--- src/rtl/alu_exec_stage.sv ---
// ALU execute stage: decodes the ALU control code, computes the ALU result,
// zero flag and branch target, and provides holdable registered copies.
//
// Ports:
//   i_clk, i_nrst            rising-edge clock, synchronous active-low reset
//   i_hold                   1 = registered outputs keep their value
//   i_alu_op, i_func         operation class and R-type function field
//   i_opA, i_opB, i_shift    operands and shift amount
//   i_npc, i_offset          word-address PC+4 and branch offset in words
//   o_alu_ctrl, o_result,
//   o_zf, o_bta              combinational results
//   o_result_q, o_zf_q,
//   o_bta_q                  registered results (1-cycle latency)
module alu_exec_stage (
    input  logic        i_clk,
    input  logic        i_nrst,
    input  logic        i_hold,
    input  logic [1:0]  i_alu_op,
    input  logic [5:0]  i_func,
    input  logic [31:0] i_opA,
    input  logic [31:0] i_opB,
    input  logic [4:0]  i_shift,
    input  logic [29:0] i_npc,
    input  logic [29:0] i_offset,
    output logic [3:0]  o_alu_ctrl,
    output logic [31:0] o_result,
    output logic        o_zf,
    output logic [29:0] o_bta,
    output logic [31:0] o_result_q,
    output logic        o_zf_q,
    output logic [29:0] o_bta_q
);

    localparam logic [3:0] C_AND  = 4'b0000;
    localparam logic [3:0] C_OR   = 4'b0001;
    localparam logic [3:0] C_ADD  = 4'b0010;
    localparam logic [3:0] C_XOR  = 4'b0011;
    localparam logic [3:0] C_SLTU = 4'b0101;
    localparam logic [3:0] C_SUB  = 4'b0110;
    localparam logic [3:0] C_SLT  = 4'b0111;
    localparam logic [3:0] C_SLL  = 4'b1000;
    localparam logic [3:0] C_SRL  = 4'b1001;
    localparam logic [3:0] C_SRA  = 4'b1010;
    localparam logic [3:0] C_NOR  = 4'b1100;

    logic [3:0]  w_func_ctrl;
    logic [3:0]  w_ctrl;
    logic [31:0] w_result;
    logic [31:0] r_result;
    logic        r_zf;
    logic [29:0] r_bta;

    // Unknown function codes fall back to ADD.
    always_comb begin
        w_func_ctrl = C_ADD;
        case (i_func)
            6'b100000, 6'b100001: w_func_ctrl = C_ADD;
            6'b100010, 6'b100011: w_func_ctrl = C_SUB;
            6'b100100:            w_func_ctrl = C_AND;
            6'b100101:            w_func_ctrl = C_OR;
            6'b100110:            w_func_ctrl = C_XOR;
            6'b100111:            w_func_ctrl = C_NOR;
            6'b101010:            w_func_ctrl = C_SLT;
            6'b101011:            w_func_ctrl = C_SLTU;
            6'b000000:            w_func_ctrl = C_SLL;
            6'b000010:            w_func_ctrl = C_SRL;
            6'b000011:            w_func_ctrl = C_SRA;
            default:              w_func_ctrl = C_ADD;
        endcase
    end

    always_comb begin
        w_ctrl = C_ADD;
        unique case (i_alu_op)
            2'b00: w_ctrl = C_ADD;
            2'b01: w_ctrl = C_SUB;
            2'b10: w_ctrl = w_func_ctrl;
            2'b11: w_ctrl = C_OR;
        endcase
    end

    // Shifts operate on opB only; opA is ignored for them.
    always_comb begin
        w_result = 32'd0;
        case (w_ctrl)
            C_AND:  w_result = i_opA & i_opB;
            C_OR:   w_result = i_opA | i_opB;
            C_ADD:  w_result = i_opA + i_opB;
            C_XOR:  w_result = i_opA ^ i_opB;
            C_SLTU: w_result = {31'd0, i_opA < i_opB};
            C_SUB:  w_result = i_opA - i_opB;
            C_SLT:  w_result = {31'd0, $signed(i_opA) < $signed(i_opB)};
            C_SLL:  w_result = i_opB << i_shift;
            C_SRL:  w_result = i_opB >> i_shift;
            C_SRA:  w_result = $unsigned($signed(i_opB) >>> i_shift);
            C_NOR:  w_result = ~(i_opA | i_opB);
            default: w_result = 32'd0;
        endcase
    end

    assign o_alu_ctrl = w_ctrl;
    assign o_result   = w_result;
    assign o_zf       = (w_result == 32'd0);
    assign o_bta      = i_npc + i_offset;

    // Reset wins over hold.
    always_ff @(posedge i_clk) begin
        if (!i_nrst) begin
            r_result <= 32'd0;
            r_zf     <= 1'b0;
            r_bta    <= 30'd0;
        end else if (!i_hold) begin
            r_result <= o_result;
            r_zf     <= o_zf;
            r_bta    <= o_bta;
        end
    end

    assign o_result_q = r_result;
    assign o_zf_q     = r_zf;
    assign o_bta_q    = r_bta;

endmodule

--- config.mk ---
export PLATFORM = sky130hd
export DESIGN_NAME = alu_exec_stage
export DESIGN_NICKNAME = d
export VERILOG_FILES = /design/src/rtl/alu_exec_stage.sv
export SDC_FILE = /design/constraint.sdc
export NUM_CORES = 1
export LEC_CHECK = 0
export ABC_AREA = 1
export BUFFER_PORTS_ARGS = -buffer_cell sky130_fd_sc_hd__buf_2
export CAP_MARGIN = 20
export CELL_PAD_IN_SITES_DETAIL_PLACEMENT = 0
export CELL_PAD_IN_SITES_GLOBAL_PLACEMENT = 1
export CORE_MARGIN = 1
export CORE_UTILIZATION = 41
export CTS_BUF_LIST = sky130_fd_sc_hd__clkbuf_16
export DETAILED_ROUTE_END_ITERATION = 8
export PLACE_DENSITY = 0.95
export SLEW_MARGIN = 10
export SYNTH_ARGS = -nofsm -noshare
export SYNTH_HDL_FRONTEND = slang
export SYNTH_SLANG_ARGS = --single-unit
--- constraint.sdc ---
create_clock -name i_clk -period 4.7 [get_ports i_clk]
set_input_delay 0.47 -clock i_clk [delete_from_list [all_inputs] [get_ports i_clk]]
set_output_delay 0.47 -clock i_clk [all_outputs]
set_load 0.02 [all_outputs]
==> impl_results.md, run 1 <==
* DP HPWL at 68900 um
* Critical path startpoint: i_func[0]
* Clk_skew at 0 ns
* Fill count at 4167
* Pre-CTS setup slack at 0.320 ns
* RR Startpoint: o_result_q[0]
* Pwr Density at 214 nW/um^2
* DR vias/cell at 5.77
* Final hold viol count at 0
* Fmax at 217 MHz
* Layout cells sized above 1 at 0.122
* Leak pwr at 0.0101 uW
* Clk root buf: clkbuf_16
* Hold slack at 0.478 ns
* Final slew viol count at 0
* Most frequent cell after synthesis: nand2_1
* Syn nets at 3243
* GRT Util Overall at 0.423
* GPL Wtd Cong at 1.11
* Yosys top cell by area: nand2_1
* Hold Crit Class: in2reg
* Max-Cap Viols at 0
* Grt ovf at 0
* CP Cell Sequence: buf_2 > inv_1 > ha_1 > nand3b_1 > nand3_1 > nand2_1 > nand2_1 > nand2_2 > nand3_1 > o21ai_0 > nor2_1 > nand3_1 > nor2_1 > nand2_1 > nor2_1 > nand2_1 > nor2_2 > buf_2
* VDD IR max at 203 uV
* Final min period at 4.61 ns
* Die Span X at 194 um
* Number of global-route vias before repair at 19617
* Port Buffers at 269
* Post-CTS setup buffers at 0
* Largest net degree at the start of global routing at 72
* PostCTS Resize Cnt at 0
* First-pass GRT wire length at 121000 um
* Setup tns final at 0 ns
* Post-synth top area share at 0.211
* Final setup fails at 0
* FP Rows at 70
* Clk_lat worst skew at 0.33 ns
* Hold_sp: i_nrst
* Critical path peak fanout at 12
* Ys flop type: dfxtp_1
* Most used cell, CP: nand2_1
* Slew headroom at 0.245
* Post-CTS Hold Buffers at 0
* Crit path kind: in2out
* CTS Buf Count at 9
* Wirelength per Cell at 22.5 um
* Fin area at 17300 sq um
* Flops & latches, synth at 63
* Setup slack after layout at 0.0878 ns
* CTS tree: done
* Hold depth at 3
* Core Area at 36500 sq um
* Crit. End Element: output pin
* Via count at 21099
* Area Overhead vs Synth at 13.9%
* Startpoint types: input port
* Post-synth EDFFs at 0
* Commonest cells post-synth: nand2_1, nand3_1, nor2_1
* Post-synth ARST share at 0
* Syn Area/Cell at 5.10 sq um
* R2R depth at 4
* Final wirelength at 82300 um
* Outcome: completed
* Pre-antenna DRT Iters at 8
* Sequential share of the synthesized area at 0.0832
* Clock slew at reported path FFs at 0.06 ns
* Worst-Margin Slew at 1.13 ns
* Post-route DRC at 0
* Initial DRC Count at 2579
* Synth warn at 0
* Unrepaired setup endpoints after global routing: no
* Die ar. at 37700 sq um
* Final ANT Viol Nets at 0
* Design Power at 3700 uW
* Clock tree buffer depth at 2
* Synth Cell Area at 15200 sq um
* Period utilization at 0.981
* Critical path arrival at 4.14 ns
* CTS sink cnt at 63
* CP max stage delay at 0.57 ns
* CP max stage cell: nand3_1
* Largest cells by area after synthesis: nand2_1, nand3_1, ha_1
* Die Height at 194 um
* Initial Util at 0.415
* Post-Place Cell Area at 17000 sq um
* Antenna violations before repair at 4
* Worst EP required at 4.23 ns
* Cells after Synth at 2972
* H-tree depth at 3
* Netlist cell types at 48
* Nets at 3450
* Ports at 270
## layout make-up
cell class	count	area, sq um	share of cell area
repair buffers	333	1860	0.108
clock inverters	7	48.8	0.00282
inverters	390	1460	0.0847
flip-flops and latches	63	1260	0.0730
well taps	468	586	0.0339
multi-input cells	2382	11800	0.684
clock buffers	9	225	0.0130
diodes	3	7.51	0.000435
## through the flow
| stage | utilization | std cells |
|---|---|---|
| after CTS | 0.473 | 3652 |
| after global routing | 0.473 | 3654 |
| after detailed placement | 0.465 | 3636 |
| after global placement | 0.465 | 3636 |
| after floorplan | - | 2972 |
| final | 0.473 | 3655 |
## power by group
group          internal (uW)  switching, uW
Sequential               587           26.0
Combinational            697           1750
Clock                    358            283
## flip-flops by register name (all words and copies together), names as in the netlist
register and cells:
o_result_q 32, o_zf_q 1, o_bta_q 30
## kinds of logic (layout without fill, tap and decap cells)
group | Yosys count | after routing | synth area share
adders and majority gates | 131 | 131 | 0.110
DFF | 63 | 63 | 0.0832
other | 0 | 3 | 0
and+or+nand+nor | 1915 | 1915 | 0.540
buffers and inverters | 527 | 739 | 0.138
AOI/OAI and AO/OA | 286 | 286 | 0.101
xor gates and xnor gates | 50 | 50 | 0.0289
## worst max-delay path, delay by kind of cell
family	cells	cell delay (ns)
compound gates	1	0.41
fa+ha+maj	1	0.28
buf+inv	3	0.36
simple gates	13	2.62
## routing by layer
metal  GRT usage  vias to the layer above  part of all wire
li1            -                     9883                 -
met1       0.561                     9757              0.42
met2       0.657                     1250              0.43
met3      0.0786                      207             0.097
met4       0.202                        2             0.053
met5           0                        -           0.00015
## cell usage in the layout, fill, tap and decap left out, drive strengths merged, types with 7 or more instances in the layout
cell	synthesis	routed
nand3	548	548
inv	388	388
nor3	19	19
xor2	43	43
a21oi	105	105
buf	72	333
xnor2	7	7
nand2	859	859
clkbuf	65	9
clkinv	2	8
nand3b	12	12
o21ai	142	142
nor2	428	428
o21bai	16	16
nand4	33	33
ha	128	128
dfxtp	63	63
and2	7	7
## final timing paths
| kind | endpoint | slack [ns] |
|---|---|---|
| setup / recovery | o_zf | 0.09 |
| hold / removal | o_result_q[19] | 0.48 |
| setup reg to reg | o_result_q[0] | 3.73 |
| hold reg to reg | o_bta_q[0] | 0.49 |
Note: power is estimated with default switching activity, not from simulation.
==> run 2, diff against run 1 <==
CORE_UTILIZATION = 35   (was 41)
MAX_ROUTING_LAYER = met4   (was unset)
PLACE_DENSITY = 0.92   (was 0.95)
clock period = 4.2 ns   (was 4.7 ns; I/O delays follow)
==> run 2 against run 1 <==
Net effect:
- non-clock buffer count up 41
- worst hold slack worse by 0.010 ns
- highest routed layer is now met4
- sequential share of layout area down 0.22 points
- first-iteration DRC count up 18%
- via count down 1.7%
- wire length down 5.8%
- worst setup slack better by 0.027 ns
- register-to-register slack worse by 0.28 ns
- clock power up 5.8%
- utilization down 5.2 points
- largest cell class unchanged
- clock-buffer cell count unchanged
==> impl_results.md, run 2 (same netlist as run 1, synthesis figures left out) <==
* Outcome: completed
* Antenna violations before repair at 1 (-3)
* Die ar. at 44100 sq um (+17%)
* GR met3 Demand/Resource at 0.0520 (-0.0266)
* DP HPWL at 65100 um (-5.6%)
* Via count at 20747 (-1.7%)
* Clk_lat worst skew at 0.33 ns (about the same)
* Die Height at 210 um (+8.1%)
* Clock slew at reported path FFs at 0.06 ns (about the same)
* Die Span X at 210 um (+8.1%)
* Final wirelength at 77500 um (-5.8%)
* Final hold viol count at 0 (unchanged)
* Ports at 270 (unchanged)
* CTS Buf Count at 9 (unchanged)
* Slew headroom at 0.396 (+0.152)
* Leak pwr at 0.0104 uW (+2.3%)
* Post-CTS setup buffers at 0 (unchanged)
* Wirelength per Cell at 20.4 um (-9.5%)
* Gr busiest metal: met2
* Setup tns final at 0 ns (unchanged)
* Initial Util at 0.358 (-0.0569)
* GPL Wtd Cong at 1.09 (-2.0%)
* Max reg flops at 32 (unchanged)
* RR Startpoint: o_result_q[29]
* Core Area at 42300 sq um (+16%)
* Final min period at 4.08 ns
* DR vias/cell at 5.46 (-5.5%)
* Met1 Use GR at 0.481 (-0.0806)
* Number of global-route vias before repair at 18540 (-5.5%)
* Clk root buf: clkbuf_16
* Unrepaired setup endpoints after global routing: no
* Port Buffers at 269 (unchanged)
* Register Area at 1260 sq um (unchanged)
* Final ANT Viol Nets at 0 (unchanged)
* Multi-input logic area at 11800 sq um (+0.14%)
* GRT Util Overall at 0.350 (-0.0730)
* Largest net degree at the start of global routing at 69 (-4.2%)
* Post-CTS Hold Buffers at 0 (unchanged)
* Fill count at 4915 (+18%)
* M2 GR Usage at 0.529 (-0.128)
* Clock tree buffer depth at 2 (unchanged)
* R2R Path End: o_result_q[29]
* Layout cells sized above 1 at 0.135 (+0.0121)
* R2R depth at 4 (unchanged)
* Initial DRC Count at 3041 (+18%)
* Clk_skew at 0 ns (unchanged)
* H-tree depth at 3 (unchanged)
* Design Power at 4160 uW (+12%)
* VDD IR max at 196 uV (-3.4%)
* Critical path arrival at 3.66 ns (-0.48 ns)
* Pwr Density at 233 nW/um^2 (+9.0%)
* Grt ovf at 0 (unchanged)
* Pre-antenna DRT Iters at 6 (-2)
* PostCTS Resize Cnt at 0 (unchanged)
* Period utilization at 0.973
* Nets at 3491 (+1.2%)
* Hold slack at 0.468 ns (-0.0101 ns)
* Fmax at 245 MHz
* Critical path startpoint: i_func[0]
* Max-Cap Viols at 0 (unchanged)
* Final slew viol count at 0 (unchanged)
* FP Rows at 75 (+7.1%)
* Most common cell after layout, fill and taps aside: nand2_1
* Worst-Margin Slew at 0.902 ns (-0.230 ns)
* Final setup fails at 0 (unchanged)
* CP endpoint: o_zf
* Area Overhead vs Synth at 17.5%
* CTS sink cnt at 63 (unchanged)
* Post-route DRC at 0 (unchanged)
* Crit path kind: in2out
* CTS tree: done
* First-pass GRT wire length at 114000 um (-5.9%)
* Reg-to-reg slack, setup at 3.45 ns (-0.28 ns)
* Critical path peak fanout at 13 (+1)
* Startpoint types: input port
* Commonest non-fill, non-tap cells in the layout: nand2_1, nand3_1, nor2_1
* Hold Crit Class: in2reg
* Crit. End Element: output pin
* Worst EP required at 3.78 ns (-0.45 ns)
[run 2: changes by cell type in the layout (fill, tap and decap cells not counted), sizes merged]
cell / before / now
diode: 3 / 1
buf: 333 / 374
inv: 388 / 389
clkinv: 8 / 7
[run 2: worst min-delay path by stage]
| stage | from | endpoint | slack (ns) | cells after the start |
|---|---|---|---|---|
| CTS | i_nrst | o_result_q[20] | 0.46 | 3 |
| global placement | o_bta_q[0] | o_bta_q[0] | 0.46 | 2 |
| global route | i_nrst | o_bta_q[1] | 0.49 | 3 |
| finish | i_offset[0] | o_bta_q[0] | 0.47 | 4 |
| detailed placement | o_bta_q[0] | o_bta_q[0] | 0.49 | 2 |
| floorplan | i_nrst | o_bta_q[1] | 0.56 | 2 |
[run 2: critical path: stages]
cell and delay, ns:
buf_2 0.10, inv_1 0.05, ha_1 0.27, nand3b_1 0.10
nand3_1 0.09, nand2_1 0.10, nand2_1 0.06, nand2_2 0.15
nand2_2 0.12, nor2_2 0.67, buf_4 0.38, nand3_1 0.23
nand2_1 0.12, inv_1 0.04, nand3_1 0.24, nor2_1 0.09
nand2_1 0.06, nor2_1 0.05, nand2_1 0.06, nor2_2 0.06
buf_2 0.17
[run 2: metal layers]
metal,routed length (um),share of wire,up-vias
met4,2680,0.035,0
met5,0,0,-
li1,-,-,9975
met2,33400,0.43,1159
met3,8130,0.10,149
met1,33300,0.43,9464
[run 2: report_power, final]
| group | switching, uW | internal, uW | total, uW |
|---|---|---|---|
| Sequential | 25.8 | 657 | 683 |
| Clock | 285 | 394 | 678 |
| Combinational | 1950 | 848 | 2790 |
| Total | 2260 | 1900 | 4160 |
[run 2: per-stage QoR]
step | instances | setup slack, ns | area, sq um | util
finish | 3803 | 0.115 | 17800 | 0.421
global route | 3803 | 0.00326 | 17800 | 0.421
CTS | 3802 | 0.0743 | 17800 | 0.420
detailed placement | 3786 | 0.0912 | 17500 | 0.414
global placement | 3785 | 0.0855 | 17500 | 0.414
floorplan | 2972 | 1.10 | 15200 | -
[run 2: layout make-up]
type / count / area share
multi-input combinational: 2382 / 0.664
timing repair buffer: 374 / 0.127
inverter: 390 / 0.0822
sequential: 63 / 0.0708
tap: 577 / 0.0405
clock buffer: 9 / 0.0126
clock inverter: 7 / 0.00232
antenna: 1 / 0.000141
